`src/rtl/programmable_interconnect_router_if.sv`:
```
// Bundle of PIA inputs, serial configuration handshake and registered LAB outputs
// for the programmable interconnect router.
interface programmable_interconnect_router_if #(
   parameter int unsigned LAB_COUNT            = 2,
   parameter int unsigned NUM_IO_PINS          = 32,
   parameter int unsigned NUM_MACROCELLS       = 32,
   parameter int unsigned NUM_DEDICATED_INPUTS = 4,
   parameter int unsigned SIGNALS_PER_LAB      = 36
);
   logic [NUM_DEDICATED_INPUTS-1:0]        dedicated_input_signals;
   logic [NUM_MACROCELLS-1:0]              macrocell_output_signals;
   logic [NUM_IO_PINS-1:0]                 io_pin_signals;
   logic                                   cfg_start;
   logic                                   cfg_valid;
   logic                                   cfg_data;
   logic                                   cfg_commit;
   logic                                   cfg_ready;
   logic                                   cfg_done;
   logic [LAB_COUNT*SIGNALS_PER_LAB-1:0]   lab_signals;

   modport master (
      output dedicated_input_signals, macrocell_output_signals, io_pin_signals,
      output cfg_start, cfg_valid, cfg_data, cfg_commit,
      input  cfg_ready, cfg_done, lab_signals
   );

   modport slave (
      input  dedicated_input_signals, macrocell_output_signals, io_pin_signals,
      input  cfg_start, cfg_valid, cfg_data, cfg_commit,
      output cfg_ready, cfg_done, lab_signals
   );
endinterface

```
`src/rtl/programmable_interconnect_router.sv`:
```
// PIA router: every LAB slot registers one PIA signal chosen by an active selector.
// Selectors are reloaded through a serial shadow chain and swapped in atomically on commit.
module programmable_interconnect_router #(
   parameter int unsigned LAB_COUNT            = 2,
   parameter int unsigned NUM_IO_PINS          = 32,
   parameter int unsigned NUM_MACROCELLS       = 32,
   parameter int unsigned NUM_DEDICATED_INPUTS = 4,
   parameter int unsigned SIGNALS_PER_LAB      = 36,
   parameter int unsigned SEL_WIDTH            = 7
) (
   input  logic clock,
   input  logic reset_n,
   programmable_interconnect_router_if.slave bus
);

   localparam int unsigned N           = NUM_DEDICATED_INPUTS + NUM_MACROCELLS + NUM_IO_PINS;
   localparam int unsigned NUM_ENTRIES = LAB_COUNT * SIGNALS_PER_LAB;
   localparam int unsigned CHAIN_LEN   = NUM_ENTRIES * SEL_WIDTH;
   localparam int unsigned CNT_W       = $clog2(CHAIN_LEN + 1);
   localparam int unsigned SEL_SPACE   = 2 ** SEL_WIDTH;
   localparam logic [CNT_W-1:0] LAST_BIT = CNT_W'(CHAIN_LEN - 1);

   typedef enum logic [1:0] {StIdle, StShift, StReady} state_e;

   state_e                   state_q, state_d;
   logic [CNT_W-1:0]         cnt_q, cnt_d;
   logic [CHAIN_LEN-1:0]     shadow_q, shadow_d;
   logic [CHAIN_LEN-1:0]     sel_q, sel_d;
   logic [NUM_ENTRIES-1:0]   lab_q, lab_d;
   logic                     done_q;

   logic                     shift_en;
   logic                     commit_en;
   logic                     cnt_clr;
   logic                     ready;

   logic [N-1:0]             pia;
   logic [SEL_SPACE-1:0]     pia_ext;

   // Selector codes at or above N land in the zero padding, so they route a constant 0.
   assign pia     = {bus.io_pin_signals, bus.macrocell_output_signals,
                     bus.dedicated_input_signals};
   assign pia_ext = {{(SEL_SPACE - N){1'b0}}, pia};

   // FSM state register
   always_ff @(posedge clock or negedge reset_n) begin
      if (!reset_n) begin
         state_q <= StIdle;
      end else begin
         state_q <= state_d;
      end
   end

   // FSM next state; cfg_start overrides everything else in any state
   always_comb begin
      state_d = state_q;
      if (bus.cfg_start) begin
         state_d = StShift;
      end else begin
         unique case (state_q)
            StIdle:  state_d = StIdle;
            StShift: if (shift_en && (cnt_q == LAST_BIT)) state_d = StReady;
            StReady: if (bus.cfg_commit) state_d = StIdle;
            default: state_d = StIdle;
         endcase
      end
   end

   // FSM outputs
   always_comb begin
      cnt_clr   = bus.cfg_start;
      shift_en  = !bus.cfg_start && (state_q == StShift) && bus.cfg_valid;
      commit_en = !bus.cfg_start && (state_q == StReady) && bus.cfg_commit;
      ready     = (state_q == StReady);
   end

   always_comb begin
      cnt_d = cnt_q;
      if (cnt_clr) begin
         cnt_d = '0;
      end else if (shift_en) begin
         cnt_d = cnt_q + CNT_W'(1);
      end
   end

   always_comb begin
      shadow_d = shadow_q;
      if (shift_en) begin
         shadow_d = {bus.cfg_data, shadow_q[CHAIN_LEN-1:1]};
      end
   end

   always_comb begin
      sel_d = sel_q;
      if (commit_en) begin
         sel_d = shadow_q;
      end
   end

   always_comb begin
      lab_d = '0;
      for (int unsigned k = 0; k < NUM_ENTRIES; k++) begin
         lab_d[k] = pia_ext[sel_q[k*SEL_WIDTH +: SEL_WIDTH]];
      end
   end

   always_ff @(posedge clock or negedge reset_n) begin
      if (!reset_n) begin
         cnt_q    <= '0;
         shadow_q <= '1;
         sel_q    <= '1;
         lab_q    <= '0;
         done_q   <= 1'b0;
      end else begin
         cnt_q    <= cnt_d;
         shadow_q <= shadow_d;
         sel_q    <= sel_d;
         lab_q    <= lab_d;
         done_q   <= commit_en;
      end
   end

   assign bus.cfg_ready   = ready;
   assign bus.cfg_done    = done_q;
   assign bus.lab_signals = lab_q;

endmodule

```
`src/flat_wrapper.sv`:
```
// flat-port wrapper written by rule: the top's interface ports become plain ports
module programmable_interconnect_router_flat 
#(
   parameter int unsigned LAB_COUNT            = 2,
   parameter int unsigned NUM_IO_PINS          = 32,
   parameter int unsigned NUM_MACROCELLS       = 32,
   parameter int unsigned NUM_DEDICATED_INPUTS = 4,
   parameter int unsigned SIGNALS_PER_LAB      = 36,
   parameter int unsigned SEL_WIDTH            = 7
)
  (clock, reset_n, bus_dedicated_input_signals, bus_macrocell_output_signals, bus_io_pin_signals, bus_cfg_start, bus_cfg_valid, bus_cfg_data, bus_cfg_commit, bus_cfg_ready, bus_cfg_done, bus_lab_signals);
  programmable_interconnect_router_if #(.LAB_COUNT(LAB_COUNT), .NUM_IO_PINS(NUM_IO_PINS), .NUM_MACROCELLS(NUM_MACROCELLS), .NUM_DEDICATED_INPUTS(NUM_DEDICATED_INPUTS), .SIGNALS_PER_LAB(SIGNALS_PER_LAB)) bus_i ();
  input  logic clock;
  input  logic reset_n;
  input wire logic [$bits(bus_i.dedicated_input_signals)-1:0] bus_dedicated_input_signals;
  input wire logic [$bits(bus_i.macrocell_output_signals)-1:0] bus_macrocell_output_signals;
  input wire logic [$bits(bus_i.io_pin_signals)-1:0] bus_io_pin_signals;
  input wire logic [$bits(bus_i.cfg_start)-1:0] bus_cfg_start;
  input wire logic [$bits(bus_i.cfg_valid)-1:0] bus_cfg_valid;
  input wire logic [$bits(bus_i.cfg_data)-1:0] bus_cfg_data;
  input wire logic [$bits(bus_i.cfg_commit)-1:0] bus_cfg_commit;
  output wire logic [$bits(bus_i.cfg_ready)-1:0] bus_cfg_ready;
  output wire logic [$bits(bus_i.cfg_done)-1:0] bus_cfg_done;
  output wire logic [$bits(bus_i.lab_signals)-1:0] bus_lab_signals;
  assign bus_i.dedicated_input_signals = bus_dedicated_input_signals;
  assign bus_i.macrocell_output_signals = bus_macrocell_output_signals;
  assign bus_i.io_pin_signals = bus_io_pin_signals;
  assign bus_i.cfg_start = bus_cfg_start;
  assign bus_i.cfg_valid = bus_cfg_valid;
  assign bus_i.cfg_data = bus_cfg_data;
  assign bus_i.cfg_commit = bus_cfg_commit;
  assign bus_cfg_ready = bus_i.cfg_ready;
  assign bus_cfg_done = bus_i.cfg_done;
  assign bus_lab_signals = bus_i.lab_signals;
  programmable_interconnect_router #(.LAB_COUNT(LAB_COUNT), .NUM_IO_PINS(NUM_IO_PINS), .NUM_MACROCELLS(NUM_MACROCELLS), .NUM_DEDICATED_INPUTS(NUM_DEDICATED_INPUTS), .SIGNALS_PER_LAB(SIGNALS_PER_LAB), .SEL_WIDTH(SEL_WIDTH)) u_core (.clock(clock), .reset_n(reset_n), .bus(bus_i));
endmodule
```
`config.mk`:
```
export PLATFORM = sky130hd
export DESIGN_NAME = programmable_interconnect_router_flat
export DESIGN_NICKNAME = d
export VERILOG_FILES = /design/src/rtl/programmable_interconnect_router_if.sv /design/src/rtl/programmable_interconnect_router.sv /design/src/flat_wrapper.sv
export SDC_FILE = /design/constraint.sdc
export NUM_CORES = 2
export LEC_CHECK = 0
export CAP_MARGIN = 20
export CORE_MARGIN = 5
export CORE_UTILIZATION = 25
export DETAILED_ROUTE_END_ITERATION = 12
export MAX_ROUTING_LAYER = met4
export PLACE_DENSITY = 0.47
export SETUP_SLACK_MARGIN = 0.5
export SLEW_MARGIN = 10
export SYNTH_ARGS = -nofsm -noshare
export SYNTH_HDL_FRONTEND = slang
export SYNTH_SLANG_ARGS = --single-unit
```
`constraint.sdc`:
```
create_clock -name clock -period 4.29 [get_ports clock]
set_input_delay 0.429 -clock clock [delete_from_list [all_inputs] [get_ports clock]]
set_output_delay 0.429 -clock clock [all_outputs]
set_load 0.02 [all_outputs]
```
==> key figures <==
Global route
  • Vias in the first global route: 59207
  • Antenna violations before repair: 29
  • Global-route wire length before repair: 470000 µm
  • Pin count of the biggest net entering global routing: 159
  • Total congestion overflow: 0
  • Total GRT Usage: 19.3%

Timing
  • Clock Skews: 0.0659 ns
  • Post-layout minimum cycle time: 2.97 ns
  • Final period utilization: 69.2%
  • Total of endpoints with negative setup slack in the final report: 0
  • Hold Violations, Final: 0
  • Worst-case headroom to the max-slew limit: 13.4%
  • Slew at the pin closest to its max-slew limit: 1.30 ns
  • Summed negative setup slack over all endpoints: 0 ns
  • RSZ-0062 raised after global routing: no
  • Slew Limit Fails: 0
  • Achievable frequency: approximately 0.34 GHz

Worst setup path
  • Crit path buf inv count: 0
  • Startpoint type of the worst setup path: flop
  • CP Capture Type: flop
  • Data arrival time of the critical path: 3.64 ns
  • Critical path, cell by cell: mux4_1, mux4_2, a32oi_1, nor2_1, or4_1
  • Kind of cell adding the most delay to the critical path: multiplexers
  • Type of the worst setup path: flop to flop
  • Library cell contributing the largest single delay on the critical path: sky130_fd_sc_hd__dfstp_2
  • Data required time at the worst endpoint: 4.96 ns
  • Slowest Stage Delay on Critical Path: 0.86 ns
  • Worst Path Max Fanout: 18

Floorplanning
  • Number of placed I/O pins: 148
  • Die span in y: roughly 590 µm
  • Die Width: about 600 µm
  • Core region area: 331000 µm²
  • Number of cell rows: 211
  • Die ar.: 344000 µm²
  • Initial Utilization: between 20% and 30%

Logic synthesis
  • Number of flops mapped to enable cells by yosys: 0
  • Net count of the mapped netlist: between 5000 and 6000
  • Sequential area share after synthesis: 34.4%
  • Number of standard cells after synthesis: 5814
  • Area share of the largest cell type after synthesis: between 30 and 40%
  • Synthesis-stage register bit count: 1092
  • Library cell with the largest summed area after synthesis: sky130_fd_sc_hd__mux4_2
  • Area contributors post-synth: sky130_fd_sc_hd__mux4_2 (36%), sky130_fd_sc_hd__dfstp_2 (32%), sky130_fd_sc_hd__mux2_2 (13%), sky130_fd_sc_hd__clkbuf_1 (3.5%), sky130_fd_sc_hd__dfrtp_1 (2.5%)
  • Post-synthesis area per instance: 14.3 µm²
  • Count of different cell masters after synthesis: 65
  • Post-synth ARST share: 100%
  • Ys flop type: sky130_fd_sc_hd__dfstp_2
  • Yosys warnings: 0
  • Syn Std Cell Area: 83000 µm²

Clocking
  • Latest clock arrival within the worst-skew pair: 0.83 ns
  • Clock tree from TritonCTS: yes
  • Post-CTS resize count: 0
  • Number of clock sinks seen by CTS: 1092
  • Clock-pin slew of the registers on the worst-case setup and hold paths: 0.06 ns
  • Number of buffers added for setup after CTS: 0
  • CTS buffer count: 140
  • Clock Tree Root: sky130_fd_sc_hd__clkbuf_16
  • Number of buffers between clock root and the deepest sink: 4
  • Level count of the clock H-tree: 4

Finish
  • Layout Cells excl Fill: 9808
  • Final-stage net count: 5396
  • Share of post-route cells with drive strength above 1: 71.3%
  • Area growth, synth to finish: 11.4%
  • Fill cell instance count of the final layout: 33148

Run status
  • Run status: finished, final reports clean

Drt
  • WL per Instance: approximately 34 µm
  • DRC violation total after the first TritonRoute iteration: between 8000 and 9000
  • DRT antenna net count: 0
  • DR vias/cell: 6.07
  • Router iterations before antenna repair: 6
  • Post-route DRC: 0
  • Detailed-route wire length: 332000 µm
  • Overall via count from detail_route: between 50000 and 60000

Pwr
  • Leakage: 0.0298 µW
  • Areal power density over the cells: 279 nW/µm²
  • Maximum resistive drop on vdd: 266 µV

Place
  • Placer Congestion: 0.843
  • Hpwl dp: slightly below 200000 µm
  • Dpl cells: 9540
  • Port Buffers: ~150

Worst hold path
  • Class of the tightest hold or removal check: input port to asynchronous set/reset pin

Run
  • Max Cap Viol: 0
[routing by layer]
metal	track usage, %	share of wire [%]
met5	-	0
met4	7.12	3.9
met3	5.14	12
met2	28.3	45
met1	25.8	40
[where the power goes]
group	switching (µW)	internal, µW	leakage [µW]
Sequential	94.9	10500	0.0114
Combinational	2240	1310	0.0162
Clock	4850	6840	0.00216
[timing repair]
item                                    4_1_cts  5_1_grt
hold buffers                                  1        0
hold endpoints to repair                     45        0
endpoints found under the setup margin        0        0
[Yosys cell counts, types with 7 or more instances]
cell type and number:
sky130_fd_sc_hd__mux4_2 1338, sky130_fd_sc_hd__dfstp_2 1008, sky130_fd_sc_hd__mux2_2 985, sky130_fd_sc_hd__clkbuf_1 774, sky130_fd_sc_hd__mux2i_1 203, sky130_fd_sc_hd__buf_2 178
sky130_fd_sc_hd__nand3_1 151, sky130_fd_sc_hd__nand2_1 127, sky130_fd_sc_hd__o21ai_0 100, sky130_fd_sc_hd__nor2_1 87, sky130_fd_sc_hd__dfrtp_1 84, sky130_fd_sc_hd__nor4_1 63
sky130_fd_sc_hd__buf_1 54, sky130_fd_sc_hd__inv_1 51, sky130_fd_sc_hd__nor3_1 49, sky130_fd_sc_hd__a21oi_1 42, sky130_fd_sc_hd__nor2b_1 42, sky130_fd_sc_hd__o211ai_1 42
sky130_fd_sc_hd__nand2b_1 39, sky130_fd_sc_hd__o22ai_1 35, sky130_fd_sc_hd__o311ai_0 35, sky130_fd_sc_hd__a22oi_1 30, sky130_fd_sc_hd__nor4b_1 28, sky130_fd_sc_hd__o221ai_1 27
sky130_fd_sc_hd__nand4_1 20, sky130_fd_sc_hd__a31oi_1 18, sky130_fd_sc_hd__nand4b_1 18, sky130_fd_sc_hd__a311oi_1 17, sky130_fd_sc_hd__nand3b_1 17, sky130_fd_sc_hd__nor3b_1 15
sky130_fd_sc_hd__or2_2 14, sky130_fd_sc_hd__a211oi_1 11, sky130_fd_sc_hd__buf_4 10, sky130_fd_sc_hd__and2_1 8, sky130_fd_sc_hd__a211o_1 7
[flip-flops by register name, summed over array words and instances (netlist names)]
signal and flops:
u_core.shadow_q 504, u_core.bus.lab_signals 72, u_core.sel_q 504, u_core.state_q 2, u_core.cnt_q 9, u_core.bus.cfg_done 1
[layout by cell type, fill, tap and decap left out, types with 78 or more instances in the layout]
cell type | synthesis | routed
sky130_fd_sc_hd__clkdlybuf4s50_1 | 0 | 78
sky130_fd_sc_hd__nor2_1 | 87 | 87
sky130_fd_sc_hd__buf_4 | 10 | 265
sky130_fd_sc_hd__dfrtp_1 | 84 | 84
sky130_fd_sc_hd__mux2_2 | 985 | 985
sky130_fd_sc_hd__mux4_2 | 1338 | 1338
sky130_fd_sc_hd__nand3_1 | 151 | 151
sky130_fd_sc_hd__nand2_1 | 127 | 127
sky130_fd_sc_hd__mux2i_1 | 203 | 203
sky130_fd_sc_hd__clkbuf_16 | 0 | 142
sky130_fd_sc_hd__dfstp_2 | 1008 | 1008
sky130_fd_sc_hd__o21ai_0 | 100 | 100
[path summary, 6_finish.rpt]
kind	from	to	slack, ns	depth (start not counted)
max in group asynchronous	reset_n	u_core.bus.lab_signals[57]	2.79	4
min in group clock	bus_cfg_valid	u_core.state_q[0]	0.31	3
worst min-delay path	reset_n	u_core.cnt_q[8]	0.11	2
worst min register to register	u_core.shadow_q[430]	u_core.sel_q[430]	0.48	2
worst max-delay path	u_core.sel_q[210]	u_core.bus.lab_signals[30]	1.32	5
worst max register to register	u_core.sel_q[210]	u_core.bus.lab_signals[30]	1.32	5
[final cells by class]
cell class                      instances  area [µm²]  share of cell area [%]
Clock inverter                         47         517                   0.559
Clock buffer                          196        3930                    4.25
Antenna cell                           20        50.0                  0.0541
Tap cell                             4366        5460                    5.91
Inverter                               51         191                   0.207
Timing Repair Buffer                  384        3580                    3.87
Multi-Input combinational cell       3652       50100                    54.2
Sequential cell                      1092       28600                    30.9
[per-stage QoR]
| stage | hold WS [ns] | setup slack (ns) | util (%) | instance area (µm²) | power (µW) |
|---|---|---|---|---|---|
| after floorplan | 0.133 | 1.70 | - | 83000 | 12400 |
| after global placement | 0.375 | 0.626 | 26.6 | 87800 | 14100 |
| after detailed placement | 0.376 | 0.951 | 26.6 | 87800 | 14200 |
| after CTS | 0.0882 | 1.33 | 27.9 | 92300 | 26100 |
| after global routing | 0.130 | 1.21 | 28.0 | 92400 | 26600 |
| final | 0.111 | 1.32 | 28.0 | 92400 | 25800 |
[kinds of logic (layout without fill, tap and decap cells)]
family	Yosys count	count (layout)	synth area share, %
adder cells (fa/ha/maj)	1	1	0.0151
multiplexers	2532	2532	52.3
XOR/XNOR	4	4	0.0422
flip-flops	1092	1092	34.4
AND/OR/NAND/NOR	707	707	4.64
other	0	20	0
buffers and inverters	1070	678	5.17
AO/OA/AOI/OAI	408	408	3.37
Note: power is estimated with default switching activity, not from simulation.
